File: src/rtl/reg_responder.sv
// Host-command to register-bus responder: executes read/write commands and writes back data/status.
// Optional REQ timeout enabled by defining REGRESP_TIMEOUT_EN.
module reg_responder #(
  parameter int TIMEOUT_CYCLES = 255
) (
  input  logic          SYS_CLK,
  input  logic          RST,
  input  logic          COMM_VALID,
  input  logic [127:0]  COMM_DATA,
  output logic          DATA_VALID,
  output logic [63:0]   DATA_RBACK,
  output logic [63:0]   DATA_MASK,
  output logic [1:0]    DATA_OFFSET,
  output logic          REG_REQ,
  output logic          REG_WE,
  output logic [31:0]   REG_ADDR,
  output logic [63:0]   REG_WDATA,
  input  logic          REG_ACK,
  input  logic [63:0]   REG_RDATA,
  output logic          BUSY,
  output logic [7:0]    DROP_CNT
);

  typedef enum logic [1:0] {IDLE, REQ, RESP_DATA, RESP_STAT} state_t;

  if (TIMEOUT_CYCLES < 1 || TIMEOUT_CYCLES > 65535) begin : g_bad_timeout
    $error("reg_responder: TIMEOUT_CYCLES out of range 1..65535");
  end

  state_t       state_reg, state_next;
  logic [7:0]   status_reg, status_next;
  logic         comm_valid_reg;
  logic         armed_reg;
  logic         we_reg;
  logic [31:0]  addr_reg;
  logic [63:0]  wdata_reg;
  logic [63:0]  rdata_reg;
  logic [7:0]   drop_cnt_reg;
  logic         comm_rise;
  logic         accept;
  logic         op_read, op_write;
  logic         timeout_hit;
  logic         unused_cmd_bits;

  assign unused_cmd_bits = ^COMM_DATA[31:8];

  // armed_reg keeps a COMM_VALID held high across reset from looking like a fresh edge
  assign comm_rise = COMM_VALID && !comm_valid_reg && armed_reg;
  assign accept    = comm_rise && (state_reg == IDLE);
  assign op_read   = (COMM_DATA[7:0] == 8'h01);
  assign op_write  = (COMM_DATA[7:0] == 8'h02);

`ifdef REGRESP_TIMEOUT_EN
  logic [15:0] wait_cnt_reg;
  localparam logic [15:0] WAIT_LAST = 16'(TIMEOUT_CYCLES - 1);

  always_ff @(posedge SYS_CLK or posedge RST) begin
    if (RST)
      wait_cnt_reg <= '0;
    else if (state_reg != REQ)
      wait_cnt_reg <= '0;
    else
      wait_cnt_reg <= wait_cnt_reg + 16'd1;
  end

  assign timeout_hit = (wait_cnt_reg == WAIT_LAST);
`else
  assign timeout_hit = 1'b0;
`endif

  always_ff @(posedge SYS_CLK or posedge RST) begin
    if (RST) begin
      state_reg  <= IDLE;
      status_reg <= 8'h00;
    end else begin
      state_reg  <= state_next;
      status_reg <= status_next;
    end
  end

  always_comb begin
    state_next  = state_reg;
    status_next = status_reg;
    case (state_reg)
      IDLE: begin
        if (accept) begin
          if (op_read || op_write) begin
            state_next = REQ;
          end else begin
            state_next  = RESP_STAT;
            status_next = 8'h81;
          end
        end
      end
      REQ: begin
        if (REG_ACK) begin
          status_next = 8'h80;
          state_next  = we_reg ? RESP_STAT : RESP_DATA;
        end else if (timeout_hit) begin
          status_next = 8'h82;
          state_next  = RESP_STAT;
        end
      end
      RESP_DATA: state_next = RESP_STAT;
      RESP_STAT: state_next = IDLE;
      default:   state_next = IDLE;
    endcase
  end

  always_ff @(posedge SYS_CLK or posedge RST) begin
    if (RST) begin
      comm_valid_reg <= 1'b0;
      armed_reg      <= 1'b0;
      we_reg         <= 1'b0;
      addr_reg       <= '0;
      wdata_reg      <= '0;
      rdata_reg      <= '0;
      drop_cnt_reg   <= '0;
    end else begin
      comm_valid_reg <= COMM_VALID;
      if (!COMM_VALID)
        armed_reg <= 1'b1;
      if (accept) begin
        we_reg    <= op_write;
        addr_reg  <= COMM_DATA[63:32];
        wdata_reg <= COMM_DATA[127:64];
      end
      if (comm_rise && (state_reg != IDLE) && (drop_cnt_reg != 8'hFF))
        drop_cnt_reg <= drop_cnt_reg + 8'd1;
      if ((state_reg == REQ) && REG_ACK)
        rdata_reg <= REG_RDATA;
    end
  end

  always_comb begin
    DATA_VALID  = 1'b0;
    DATA_RBACK  = '0;
    DATA_MASK   = '0;
    DATA_OFFSET = 2'b00;
    case (state_reg)
      RESP_DATA: begin
        DATA_VALID  = 1'b1;
        DATA_RBACK  = rdata_reg;
        DATA_MASK   = '1;
        DATA_OFFSET = 2'b11;
      end
      RESP_STAT: begin
        DATA_VALID  = 1'b1;
        DATA_RBACK  = {32'h0, status_reg, 24'h0};
        DATA_MASK   = 64'h00000000_FF000000;
        DATA_OFFSET = 2'b10;
      end
      default: ;
    endcase
  end

  assign REG_REQ   = (state_reg == REQ);
  assign REG_WE    = REG_REQ && we_reg;
  assign REG_ADDR  = REG_REQ ? addr_reg : 32'h0;
  assign REG_WDATA = REG_REQ ? wdata_reg : 64'h0;
  assign BUSY      = (state_reg != IDLE);
  assign DROP_CNT  = drop_cnt_reg;

endmodule

File: config.mk
export PLATFORM = sky130hd
export DESIGN_NAME = reg_responder
export DESIGN_NICKNAME = d
export VERILOG_FILES = /design/src/rtl/reg_responder.sv
export SDC_FILE = /design/constraint.sdc
export NUM_CORES = 1
export LEC_CHECK = 0
export CAP_MARGIN = 20
export CORE_AREA = 4 4 168 170
export CTS_BUF_LIST = sky130_fd_sc_hd__clkbuf_8 sky130_fd_sc_hd__clkbuf_16
export DETAILED_ROUTE_END_ITERATION = 16
export DIE_AREA = 0 0 172 174
export PLACE_DENSITY_LB_ADDON = 0.1
export SYNTH_ARGS = -nofsm -noshare
export SYNTH_HDL_FRONTEND = slang
export SYNTH_SLANG_ARGS = --single-unit
File: constraint.sdc
create_clock -name SYS_CLK -period 13.5 [get_ports SYS_CLK]
set_input_delay 2.7 -clock SYS_CLK [delete_from_list [all_inputs] [get_ports SYS_CLK]]
set_output_delay 2.7 -clock SYS_CLK [all_outputs]
set_load 0.02 [all_outputs]
==> results summary <==
The run finished with clean final reports. The placed cell count came out at roughly 1,300. Counting both buffers and inverters, the worst setup path holds a total of 3. The pin count of the biggest net entering global routing came out at 100. The share of layout cells above drive strength 1 came out at a little over a fifth.

In this run the top signal layer used is met4. The largest incremental delay on the critical path came out at 680 ps. Along the worst path, the maximum fanout reaches approximately 100. The share of synthesized cell area in full adder, half adder and majority cells came out at about 1.0%. The post-CTS resize count is 0. The power share of the sequential group came out at approximately 29%.

The number of cells traversed by the worst register-to-register path came out at 6. The area added between synthesis and finish came out at 53.53%. The worst path in the final design needs a cycle of ~5600 ps, including I/O delays and setup.

The synthesized design contains 0 enable-type register cells. Counting every net in the synthesized netlist gives slightly below 900. The count of H-tree levels built during CTS came out at 4. In this run the critical register-to-register path is launched from state_reg[0]. On the critical path, the stage with the largest delay is an instance of sky130_fd_sc_hd__clkdlybuf4s50_1. The TritonCTS buffer count is 17.

The critical path goes through inv_1, ha_2, buf_4, and2_1, clkdlybuf4s50_1. The number of hold buffers added after CTS was 0. The critical path start-end classification is flip-flop to output pin. The most used flip-flop cell after synthesis is sky130_fd_sc_hd__dfrtp_1.

The sum of negative setup slack came out at 0 ps. The cell count after synthesis came out at 666. Each instance of the synthesized netlist takes up on average 12.65 sq um. In this run, synthesis produced a sequential element count of 175. The number of failing hold endpoints at the final stage is 0. The met3 wire length came out at 3011 um. The synthesized cell area came out at about 8400 sq um.

The worst-margin pin slew is about 940 ps. The cell family contributing the most delay on the critical path is buffers and inverters. The dominant combinational cell family by area after synthesis is multiplexers. The overall die area is 29,930 sq um. The initial antenna violation count is 0. The endpoint of the worst register-to-register path is wdata_reg[33].

The min-delay analysis places its worst path in the category flip-flop to flip-flop. The floorplan die width is ~170 um. TritonCTS built the clock tree. Summed over all layers, the routed wires come to roughly 25,000 um.

The final routed DRC violation total came out at 0. The global-route usage over all layers came out at between 15 and 20%. In the final design database the tool counted between 1,000 and 1,500 nets. The multiplexer fraction of the synthesized cell area came out at about 23%. Post-CTS timing repair inserted 0 buffers for setup. The detail route stage leaves a number of antenna-violating nets equal to 0. Summed over all nets, the switching power comes to around 1.1 mW. STA classifies the critical path startpoint as a flip-flop. The number of distinct library cells after synthesis came out at 40. After detailed routing, the wire length on met1 is about 9500 um. The headroom to the max-slew limit is 37.59%.

The total via count after detailed routing came out at 5,959. The global placer's final weighted congestion is 0.7439. The total clock sinks is between 150 and 200.

Setup repair after global routing left no endpoint under its margin. The average detailed-routed wire length per instance is 18.23 um. The total I/O pin count is ~430.

The port buffer count is just over 400. The number of gates on the worst path with buffers counted came out at 5. The largest buffer count on any clock path came out at 2. During synthesis, Yosys emitted a total of 0 warnings.

The final-report setup violation count came out at 0. The region available for standard cell placement spans 26,730 sq um. After detailed routing, the met2 layer carries around 12,000 um of wire.

The power per cell area came out at ~240 nW/um^2. The final count of pins violating max slew is 0. The antenna diode count is 0.

The clock-pin slew of the registers on the worst-case setup and hold paths came out at approximately 70 ps. The post-route clock period utilization is between 40 and 50%. The effective utilization at floorplan is between 30% and 40%. The standby leakage power is roughly 5.4 nW. In this run, the number of DRC markers left after iteration 0 of detailed routing was between 200 and 250.

The power share of the clock group came out at 17.0%. The launch point of the critical path is state_reg[1]. The critical path data arrival time is roughly 2900 ps. The cell row count came out at 60. For this run, the detailed router's first-pass iteration total came to 4. Summing the areas of all xor and xnor instances in the mapped netlist gives less than 1% of the synthesized area. The via count of the first global-routing pass is roughly 6,200. The timing-limited maximum frequency came out at around 0.18 GHz.

The share of total power in combinational logic came out at between 50% and 60%. The complex-gate fraction of the synthesized area came out at under 10%. The first-pass GRT wire length came out at ~37,000 um. The cell-internal power came out at slightly below 2 mW.

The maximum VDD drop is between 0.00008 and 0.00009 V. The count of non-filler cells in the finished layout is about 1,400. The floorplan step set the die height to about 170 um. Once detailed placement completed, the half-perimeter wirelength came to around 18,000 um. After synthesis, the share of flip-flops with an asynchronous set or reset is 100.0%.

The portion of the post-synthesis area used by sequential elements came out at just over 50%. The CTS root buffer is sky130_fd_sc_hd__clkbuf_16. The register-to-register setup slack is ~11,000 ps. The clock insertion delay at the later pin of the skew report is around 430 ps. In this run the worst setup path terminates at REG_WDATA[8]. The simple-gate share of the synthesized area came out at between 10% and 20%. The count of max-cap constraint violations came out at 0. The required time of the critical path is about 11,000 ps.

The number of vias per cell is 4.404. The net switching share of the total power came out at a little under two fifths. STA classifies the critical path endpoint as an output pin. The post-route worst hold slack came out at ~470 ps. For this run the aggregate overflow at the end of global routing stands at 0. The clock skew after layout came out at around 14 ps.
==> cell usage in the layout (no fill, tap or decap), types with 2 or more instances in the layout <==
cell	instances
sky130_fd_sc_hd__clkdlybuf4s50_1	409
sky130_fd_sc_hd__dfrtp_1	175
sky130_fd_sc_hd__and2_1	159
sky130_fd_sc_hd__mux2_2	156
sky130_fd_sc_hd__clkbuf_16	17
sky130_fd_sc_hd__mux2_4	8
sky130_fd_sc_hd__inv_1	6
sky130_fd_sc_hd__buf_4	6
sky130_fd_sc_hd__inv_6	5
sky130_fd_sc_hd__nand2_1	4
sky130_fd_sc_hd__nor2_1	4
sky130_fd_sc_hd__ha_1	4
sky130_fd_sc_hd__a21oi_1	3
sky130_fd_sc_hd__a31oi_1	3
sky130_fd_sc_hd__xnor2_1	3
sky130_fd_sc_hd__ha_2	3
sky130_fd_sc_hd__inv_8	3
sky130_fd_sc_hd__nand4b_1	2
sky130_fd_sc_hd__a22o_1	2
sky130_fd_sc_hd__and3_1	2
sky130_fd_sc_hd__nor4_1	2
sky130_fd_sc_hd__o21ai_0	2
sky130_fd_sc_hd__mux2i_1	2
sky130_fd_sc_hd__nand2b_1	2
sky130_fd_sc_hd__nand4_1	2
sky130_fd_sc_hd__a2bb2oi_1	2
sky130_fd_sc_hd__nor3_1	2
sky130_fd_sc_hd__clkinv_4	2
sky130_fd_sc_hd__bufinv_16	2
==> layout make-up <==
cell class                 instances  area (sq um)
fill                            2432         13790
sequential                       175          4379
timing repair buffer             416          4159
multi-input combinational        383          3332
clock buffer                      18         439.2
tap                              341         426.7
clock inverter                    14         173.9
inverter                           6         27.53
==> power by group through the flow <==
stage | logic, mW | registers, mW | clock network, mW
floorplan | 1.09 | 0.873 | 0
global placement | 1.67 | 0.890 | 0
detailed placement | 1.67 | 0.900 | 0
CTS | 1.68 | 0.890 | 0.542
global route | 1.78 | 0.923 | 0.562
finish | 1.65 | 0.888 | 0.521
==> routing by layer <==
layer  vias to the layer above  global-route usage, %
li1                       2819                      -
met1                      2863                  18.49
met2                       260                  27.17
met3                        17                  7.960
met4                         0                  4.225
met5                         -                      0
==> worst reg2reg max path: cells and delay by family (launching register included) <==
kind	cells	cell delay [ps]
buffers and inverters	3	1310
multiplexers	1	500
flip-flops	1	400
adder cells (fa/ha/maj)	1	360
AND/OR/NAND/NOR	1	260
==> how the worst min path moves through the flow <==
stage / slack [ps] / startpoint / end / cells past startpoint
2_1_floorplan: 430 / status_reg[7] / status_reg[7] / 1
3_3_place_gp: 460 / we_reg / we_reg / 2
3_5_place_dp: 460 / we_reg / we_reg / 2
4_1_cts: 480 / we_reg / we_reg / 2
5_1_grt: 500 / wdata_reg[20] / wdata_reg[20] / 1
6_report: 470 / we_reg / we_reg / 2
==> Yosys cell counts (all sizes together) (3+ instances only) <==
| cell | count | share of area, % |
|---|---|---|
| and2 | 159 | 12 |
| a31oi | 3 | 0.22 |
| mux2 | 164 | 22 |
| dfrtp | 175 | 52 |
| inv | 6 | 0.27 |
| a21oi | 3 | 0.18 |
| clkbuf | 17 | 0.76 |
| buf | 85 | 7.6 |
| ha | 7 | 1.0 |
| nor2 | 4 | 0.18 |
| o21ai | 3 | 0.22 |
| xnor2 | 3 | 0.31 |
| nand2 | 5 | 0.22 |
==> metrics by stage <==
| stage | setup slack, ps | area [sq um] | total power [mW] | util, % |
|---|---|---|---|---|
| after CTS | 7730 | 12920 | 3.109 | 48.33 |
| after global placement | 8068 | 12300 | 2.558 | 46.04 |
| final | 7926 | 12940 | 3.061 | 48.41 |
| after floorplan | 6055 | 8427 | 1.963 | - |
| after global routing | 7698 | 12940 | 3.262 | 48.41 |
| after detailed placement | 8084 | 12300 | 2.573 | 46.04 |
==> cell families (layout without fill, tap and decap cells) <==
logic type                 Yosys count  after routing
DFF                                175            175
AOI/OAI and AO/OA                   18             18
and+or+nand+nor                    188            188
xor gates and xnor gates             4              4
muxes                              166            166
buffers and inverters              108            454
adders and majority gates            7              7
(Power assumes the default switching activity.)
